==> config.mk <==
export PLATFORM = sky130hd
export DESIGN_NAME = uart_rx_oversampled
export DESIGN_NICKNAME = d
export VERILOG_FILES = /design/src/rtl/uart_rx_oversampled.sv
export SDC_FILE = /design/constraint.sdc
export NUM_CORES = 1
export LEC_CHECK = 0
export BUFFER_PORTS_ARGS = -buffer_cell sky130_fd_sc_hd__buf_4
export CORE_MARGIN = 2
export CORE_UTILIZATION = 50
export CTS_BUF_LIST = sky130_fd_sc_hd__clkbuf_16
export CTS_CLUSTER_SIZE = 14
export DETAILED_ROUTE_END_ITERATION = 10
export GPL_ROUTABILITY_DRIVEN = 0
export GPL_TIMING_DRIVEN = 0
export PLACE_DENSITY_LB_ADDON = 0.1
export SLEW_MARGIN = 20
export SYNTH_ARGS = -nofsm -noshare
export SYNTH_HDL_FRONTEND = slang
export SYNTH_SLANG_ARGS = --single-unit
export TNS_END_PERCENT = 20
==> constraint.sdc <==
create_clock -name Clk -period 6.65 [get_ports Clk]
set_input_delay 0.665 -clock Clk [delete_from_list [all_inputs] [get_ports Clk]]
set_output_delay 0.665 -clock Clk [all_outputs]
set_load 0.02 [all_outputs]
==> src/rtl/uart_rx_oversampled.sv <==
`default_nettype none
// uart_rx_oversampled: oversampled UART receiver with 3-sample majority vote, runtime parity,
// per-word error tags and a first-word-fall-through receive FIFO driving RTS flow control.
module uart_rx_oversampled #(
   parameter int SYSCLK_RATE = 100000000,
   parameter int BAUD_RATE   = 9600,
   parameter int OVERSAMPLE  = 16,
   parameter int DATA_BITS   = 8,
   parameter int STOP_BITS   = 2,
   parameter int MSB_FIRST   = 1,
   parameter int FIFO_DEPTH  = 8
) (
   input  logic                        Clk,
   input  logic                        Rst,
   input  logic                        Rx,
   input  logic [1:0]                  Parity_Mode,
   input  logic                        Read_Done,
   input  logic                        Clear_Err,
   output logic [DATA_BITS-1:0]        Data_Out,
   output logic [2:0]                  Rx_Error,
   output logic                        Data_Rdy,
   output logic                        FIFO_Empty,
   output logic                        FIFO_Full,
   output logic                        FIFO_Overflow,
   output logic [$clog2(FIFO_DEPTH):0] FIFO_Count,
   output logic                        RTS
);

   localparam int DIV_RAW = SYSCLK_RATE / (BAUD_RATE * OVERSAMPLE);
   localparam int DIV     = (DIV_RAW < 1) ? 1 : DIV_RAW;
   localparam int DIV_W   = (DIV > 1) ? $clog2(DIV) : 1;
   localparam int SUB_W   = $clog2(OVERSAMPLE);
   localparam int PTR_W   = $clog2(FIFO_DEPTH);
   localparam int CNT_W   = PTR_W + 1;
   localparam int ENT_W   = DATA_BITS + 3;

   localparam logic [SUB_W-1:0] SUB_A     = SUB_W'(OVERSAMPLE/2 - 1);
   localparam logic [SUB_W-1:0] SUB_B     = SUB_W'(OVERSAMPLE/2);
   localparam logic [SUB_W-1:0] SUB_V     = SUB_W'(OVERSAMPLE/2 + 1);
   localparam logic [SUB_W-1:0] SUB_END   = SUB_W'(OVERSAMPLE - 1);
   localparam logic [3:0]       LAST_DATA = 4'(DATA_BITS - 1);
   localparam logic [3:0]       LAST_STOP = 4'(STOP_BITS - 1);
   localparam logic [CNT_W-1:0] DEPTH_C   = CNT_W'(FIFO_DEPTH);
   localparam logic [CNT_W-1:0] HALF_C    = CNT_W'(FIFO_DEPTH/2);

   typedef enum logic [2:0] {
      S_IDLE       = 3'd0,
      S_START      = 3'd1,
      S_DATA       = 3'd2,
      S_PARITY     = 3'd3,
      S_STOP       = 3'd4,
      S_BREAK_WAIT = 3'd5
   } state_t;

   state_t               state, state_next;
   logic [DIV_W-1:0]     div_cnt;
   logic                 tick;
   logic                 rx_meta, rx_sync;
   logic [SUB_W-1:0]     sub_cnt;
   logic [3:0]           bit_cnt;
   logic                 samp_a, samp_b, vote, vote_tick, bit_end;
   logic [DATA_BITS-1:0] shift;
   logic [1:0]           mode_lat;
   logic                 par_en, par_err, frame_err, all_zero;
   logic                 push;
   logic [ENT_W-1:0]     push_entry;

   assign tick = (div_cnt == DIV_W'(DIV - 1));

   always_ff @(posedge Clk or negedge Rst) begin
      if (!Rst)      div_cnt <= '0;
      else if (tick) div_cnt <= '0;
      else           div_cnt <= div_cnt + 1'b1;
   end

   always_ff @(posedge Clk or negedge Rst) begin
      if (!Rst) begin
         rx_meta <= 1'b1;
         rx_sync <= 1'b1;
      end else begin
         rx_meta <= Rx;
         rx_sync <= rx_meta;
      end
   end

   // Third vote sample is the live synchronised line at the decision tick.
   assign vote      = (samp_a & samp_b) | (samp_a & rx_sync) | (samp_b & rx_sync);
   assign vote_tick = tick && (sub_cnt == SUB_V);
   assign bit_end   = tick && (sub_cnt == SUB_END);
   assign par_en    = (mode_lat == 2'b01) || (mode_lat == 2'b10);

   always_ff @(posedge Clk or negedge Rst) begin
      if (!Rst) state <= S_IDLE;
      else      state <= state_next;
   end

   always_comb begin
      state_next = state;
      push       = 1'b0;
      push_entry = '0;
      case (state)
         S_IDLE:
            if (tick && !rx_sync) state_next = S_START;
         S_START:
            if (vote_tick && vote) state_next = S_IDLE;
            else if (bit_end)      state_next = S_DATA;
         S_DATA:
            if (bit_end && bit_cnt == LAST_DATA) state_next = par_en ? S_PARITY : S_STOP;
         S_PARITY:
            if (bit_end) state_next = S_STOP;
         S_STOP:
            if (vote_tick && bit_cnt == LAST_STOP) begin
               push = 1'b1;
               if (all_zero && !vote) begin
                  push_entry = {{DATA_BITS{1'b0}}, 3'b001};
                  state_next = S_BREAK_WAIT;
               end else begin
                  push_entry = {shift, frame_err | ~vote, par_err, 1'b0};
                  state_next = S_IDLE;
               end
            end
         S_BREAK_WAIT:
            if (tick && rx_sync) state_next = S_IDLE;
         default:
            state_next = S_IDLE;
      endcase
   end

   always_ff @(posedge Clk or negedge Rst) begin
      if (!Rst) begin
         sub_cnt   <= '0;
         bit_cnt   <= '0;
         samp_a    <= 1'b1;
         samp_b    <= 1'b1;
         shift     <= '0;
         mode_lat  <= 2'b00;
         par_err   <= 1'b0;
         frame_err <= 1'b0;
         all_zero  <= 1'b0;
      end else begin
         if (state == S_IDLE || state == S_BREAK_WAIT) sub_cnt <= '0;
         else if (tick) sub_cnt <= (sub_cnt == SUB_END) ? '0 : sub_cnt + 1'b1;

         if (state_next != state) bit_cnt <= '0;
         else if (bit_end)        bit_cnt <= bit_cnt + 1'b1;

         if (tick && sub_cnt == SUB_A) samp_a <= rx_sync;
         if (tick && sub_cnt == SUB_B) samp_b <= rx_sync;

         if (state == S_IDLE && state_next == S_START) begin
            mode_lat  <= Parity_Mode;
            par_err   <= 1'b0;
            frame_err <= 1'b0;
            all_zero  <= 1'b1;
         end

         if (vote_tick) begin
            case (state)
               S_DATA: begin
                  shift    <= (MSB_FIRST != 0) ? {shift[DATA_BITS-2:0], vote}
                                               : {vote, shift[DATA_BITS-1:1]};
                  all_zero <= all_zero & ~vote;
               end
               S_PARITY: begin
                  par_err  <= (^shift) ^ vote ^ (mode_lat == 2'b10);
                  all_zero <= all_zero & ~vote;
               end
               S_STOP: begin
                  if (!vote) frame_err <= 1'b1;
                  all_zero <= all_zero & ~vote;
               end
               default: ;
            endcase
         end
      end
   end

   logic [ENT_W-1:0] mem [FIFO_DEPTH];
   logic [PTR_W-1:0] wr_ptr, rd_ptr;
   logic [CNT_W-1:0] count, count_next;
   logic             empty_r, full_r, ovf_r;
   logic             do_pop, do_push, ovf_set;
   logic [ENT_W-1:0] head;

   // A pop in the same cycle frees the slot, so a push into a full FIFO still lands.
   assign do_pop  = Read_Done && (count != '0);
   assign do_push = push && ((count != DEPTH_C) || do_pop);
   assign ovf_set = push && (count == DEPTH_C) && !do_pop;

   always_comb begin
      count_next = count;
      if (do_push && !do_pop)      count_next = count + 1'b1;
      else if (!do_push && do_pop) count_next = count - 1'b1;
   end

   always_ff @(posedge Clk) begin
      if (do_push) mem[wr_ptr] <= push_entry;
   end

   always_ff @(posedge Clk or negedge Rst) begin
      if (!Rst) begin
         wr_ptr  <= '0;
         rd_ptr  <= '0;
         count   <= '0;
         empty_r <= 1'b1;
         full_r  <= 1'b0;
         ovf_r   <= 1'b0;
      end else begin
         if (do_push) wr_ptr <= wr_ptr + 1'b1;
         if (do_pop)  rd_ptr <= rd_ptr + 1'b1;
         count   <= count_next;
         empty_r <= (count_next == '0);
         full_r  <= (count_next > HALF_C);
         if (ovf_set)        ovf_r <= 1'b1;
         else if (Clear_Err) ovf_r <= 1'b0;
      end
   end

   assign head          = mem[rd_ptr];
   assign Data_Out      = empty_r ? '0 : head[ENT_W-1:3];
   assign Rx_Error      = empty_r ? 3'b000 : head[2:0];
   assign Data_Rdy      = ~empty_r;
   assign FIFO_Empty    = empty_r;
   assign FIFO_Full     = full_r;
   assign FIFO_Overflow = ovf_r;
   assign FIFO_Count    = count;
   assign RTS           = ~full_r;

endmodule
`default_nettype wire

==> results by stage <==
Drt:
- The total wirelength of the detailed-routed design is 11.9 mm.
- The count of nets left with antenna violations after detail routing is 0.
- In this run, the number of DRC markers left after iteration 0 of detailed routing was 298.
- The first detailed-routing pass took 5 iterations.
- Dividing the detail-routed wire length by the instance count gives 18.2 µm.
- For this run, design rule violations remaining after detail routing come to 0.
- The routed layout has roughly 3.6k vias.
- Dividing the detail-routed via count by the number of cells gives 5.48.

Layout:
- The area occupied by multi-input gates is around 2200 µm².
- The final cell area excluding filler cells is 7250 µm².
- The layout overhead on the synthesized area is 16.5%.
- Cells fill 60.1% of the core in the end.
- The finished layout holds ~650 standard cells, fillers aside.
- Counting the fill cells in the layout gives 935.
- The combined flip-flop and latch cell area is between 3000 and 4000 µm².
- The count of nets after finishing is 492.
- The total inserted antenna cells is 0.
- In the final layout, the share of cells above drive strength 1 is between 20% and 30%.

Logic synthesis:
- The number of nets in the synthesized netlist is 445.
- By area the synthesized netlist is led by sky130_fd_sc_hd__edfxtp_1, sky130_fd_sc_hd__dfrtp_1, sky130_fd_sc_hd__mux4_2.
- The post-synthesis cell type count is slightly above 60.
- The commonest cells after synthesis are sky130_fd_sc_hd__edfxtp_1, sky130_fd_sc_hd__dfrtp_1, sky130_fd_sc_hd__nor2_1.
- The dominant register cell in the synthesized netlist is sky130_fd_sc_hd__edfxtp_1.
- In this run, synthesis inferred 88 flip-flops with an integrated enable.
- The share of the Yosys chip area taken by registers is 63.1%.
- For this run, asynchronously set or reset flops after synthesis account for between 30% and 40%.
- The synthesized area divided by synthesized cell count is roughly 15 µm².
- The post-synthesis sequential element count is 139.
- Summing every instance area after synthesis gives 6220 µm².
- The area share of the largest cell type after synthesis is 42.5%.
- sky130_fd_sc_hd__edfxtp_1 takes more of the synthesized area than any other cell.
- For this run, the number of Yosys warnings is 0.
- The most instantiated library cell after synthesis is sky130_fd_sc_hd__edfxtp_1.
- In the synthesized netlist, the number of instances is 426.

GRT:
- Global routing finished with a remaining overflow of 0.
- The pin count of the biggest net entering global routing is 52.
- The number of antenna violations at the first check in global routing came to 0.
- The first global-routing pass estimated 19.6 mm of wire.
- The via count of the first global-routing pass came to 3,729.
- Global routing used 20.0% of the available tracks across all layers.

CTS:
- Gates resized during post-CTS repair numbered 0.
- The number of buffers created by CTS is 17.
- The post-CTS clock slew at the launch and capture registers of the worst setup and hold paths is roughly 60 ps.
- After clock tree synthesis, the setup repair step added 0 buffers.
- The cts-stage hold buffer count is 0.
- The longest clock path from root to sink contains 2 buffers.
- Clock latency on the worst-skew pair, taken at its later pin, is ~420 ps.
- The clock sink count is roughly 140.
- The tree is rooted in a sky130_fd_sc_hd__clkbuf_16.
- TritonCTS built the clock tree.
- The H-tree was split into 4 levels.

Power:
- The areal power density over the cells is 312 nW/µm².
- The total power consumption of the routed design is around 2.3 mW.
- The leakage power of the design is about 3.0 nW.
- IR analysis of the VDD net gives a maximum drop of 0.136 mV.

Run status:
- The run finished with clean final reports.

Floorplanning:
- After floorplanning, the core was sized to cover 12,100 µm².
- The number of placed I/O pins is 27.
- The number of standard-cell rows in the floorplan is 40.
- The die boundary width is 116 µm.
- Measured along the y axis, the die boundary spans 116 µm.
- The initial core utilization is 51.6%.
- The area of the die is 13,400 µm².

Timing:
- After layout, the worst setup slack is 3480 ps.
- The final worst clock skew is 9.73 ps.
- The count of final max-slew check failures is 0.
- Setup violations remaining at the end of the flow were counted as 0.
- After routing, the total negative slack on setup checks comes to 0 ps.
- The measured slew at the worst slew-check pin is 967 ps.
- The relative slew slack is 35.1%.
- The number of endpoints with negative hold slack in the final report came to 0.
- Setup repair after global routing left no endpoint under its margin.
- For this run, the top clock speed supported by timing is roughly 0.32 GHz.
- Hold timing on the final database bottoms out at a slack of roughly 280 ps.
- The clock period could shrink to 3170 ps.
- The period utilization is 47.7%.

Setup path:
- STA classifies the critical path startpoint as a flip-flop.
- The critical path required time is 5980 ps.
- The arrival time at the worst endpoint is 2510 ps.
- The delay of the slowest cell on the worst path is 560 ps.
- The critical path is of the reg2out type.
- Traced cell by cell, the critical path runs through clkbuf_1 > buf_2 > mux4_2 > mux2i_1 > nor2_1 > buf_4.
- The critical path contains buffers and inverters numbering 3 combined.
- The worst setup path is captured at an output port.
- The cell family with the largest share of critical-path delay is buffers and inverters.
- The largest individual stage delay along the critical path comes from the cell sky130_fd_sc_hd__mux4_2.
- The critical-path maximum fanout is 10.

Worst hold path:
- The worst hold-check path type is in2async.

Job:
- Max-cap violations in this run came to 0.

Placed design:
- The placed instances occupy a cell area of about 6700 µm².
- The number of cells after detailed placement is roughly 620.
- Input and output buffers added on the ports amount to 26.
- At the placement stage, the worst setup path has a slack of 3430 ps.
- The wire-length estimate of the detail-placed layout is 8.05 mm.
==> final timing paths <==
| kind | from | end | depth (start not counted) | slack (ps) |
|---|---|---|---|---|
| max | rd_ptr[0]$_DFFE_PN0P_ | Rx_Error[0] | 6 | 3480 |
| min | Rst | div_cnt[5]$_DFF_PN0_ | 1 | 280 |
| max reg2reg | div_cnt[0]$_DFF_PN0_ | mem[6][10]$_DFFE_PP_ | 7 | 3750 |
| min reg2reg | rx_meta$_DFF_PN1_ | rx_sync$_DFF_PN1_ | 0 | 360 |
| max in group asynchronous | Rst | state[1]$_DFF_PN0_ | 1 | 5930 |
| min in group Clk | Rx | rx_meta$_DFF_PN1_ | 1 | 350 |
==> sequential cells by signal, indices dropped and copies added, names as in the netlist <==
signal	cells
rx_sync	1
FIFO_Overflow	1
FIFO_Full	1
wr_ptr	3
samp_b	1
FIFO_Empty	1
bit_cnt	4
samp_a	1
div_cnt	10
FIFO_Count	4
rd_ptr	3
rx_meta	1
frame_err	1
all_zero	1
mem	88
mode_lat	2
par_err	1
sub_cnt	4
shift	8
state	3
==> final cells by class <==
cell class	instances	area share (%)
repair buffers	28	3.00
multi-input cells	258	30.2
plain buffers	12	0.915
clock inverters	15	2.07
inverters	17	0.880
clock buffers	17	5.87
well taps	168	2.90
flip-flops and latches	139	54.1
==> cell families (layout without fill, tap and decap cells) <==
kind of cell	count (synthesis)	after routing	synth area share [%]
simple gates	129	129	11.7
compound gates	43	43	4.60
flops	139	139	63.1
fa+ha+maj	13	13	2.57
buf+inv	29	89	2.09
mux	46	46	12.1
xor+xnor	27	27	3.80
==> routing by layer <==
layer	part of all wire [%]	GRT usage (%)
met5	0	0
met1	43	25.5
met2	52	33.1
met3	3.7	5.18
met4	1.0	7.71
==> power breakdown <==
group          total [mW]  switching, mW  leakage [nW]  internal (mW)
clock               0.915          0.364         0.281          0.551
sequential          0.982         0.0382          1.68          0.944
combinational       0.369          0.211          1.04          0.157
total                2.27          0.614          3.00           1.65
==> placed cells by master, fill, tap and decap left out, drive strengths merged, types with 4 or more instances in the layout <==
cell type   n
xnor2      17
dfrtp      46
dfstp       5
nand4       6
mux2       12
buf        34
and3        7
nor2       38
ha         12
nand3      10
nor3        7
and2       10
xor2       10
nand2b      4
edfxtp     88
clkbuf     23
nand2      24
o21ai      13
mux2i      12
inv        21
a21oi       9
clkinv      6
mux4       22
(Power assumes the default switching activity.)
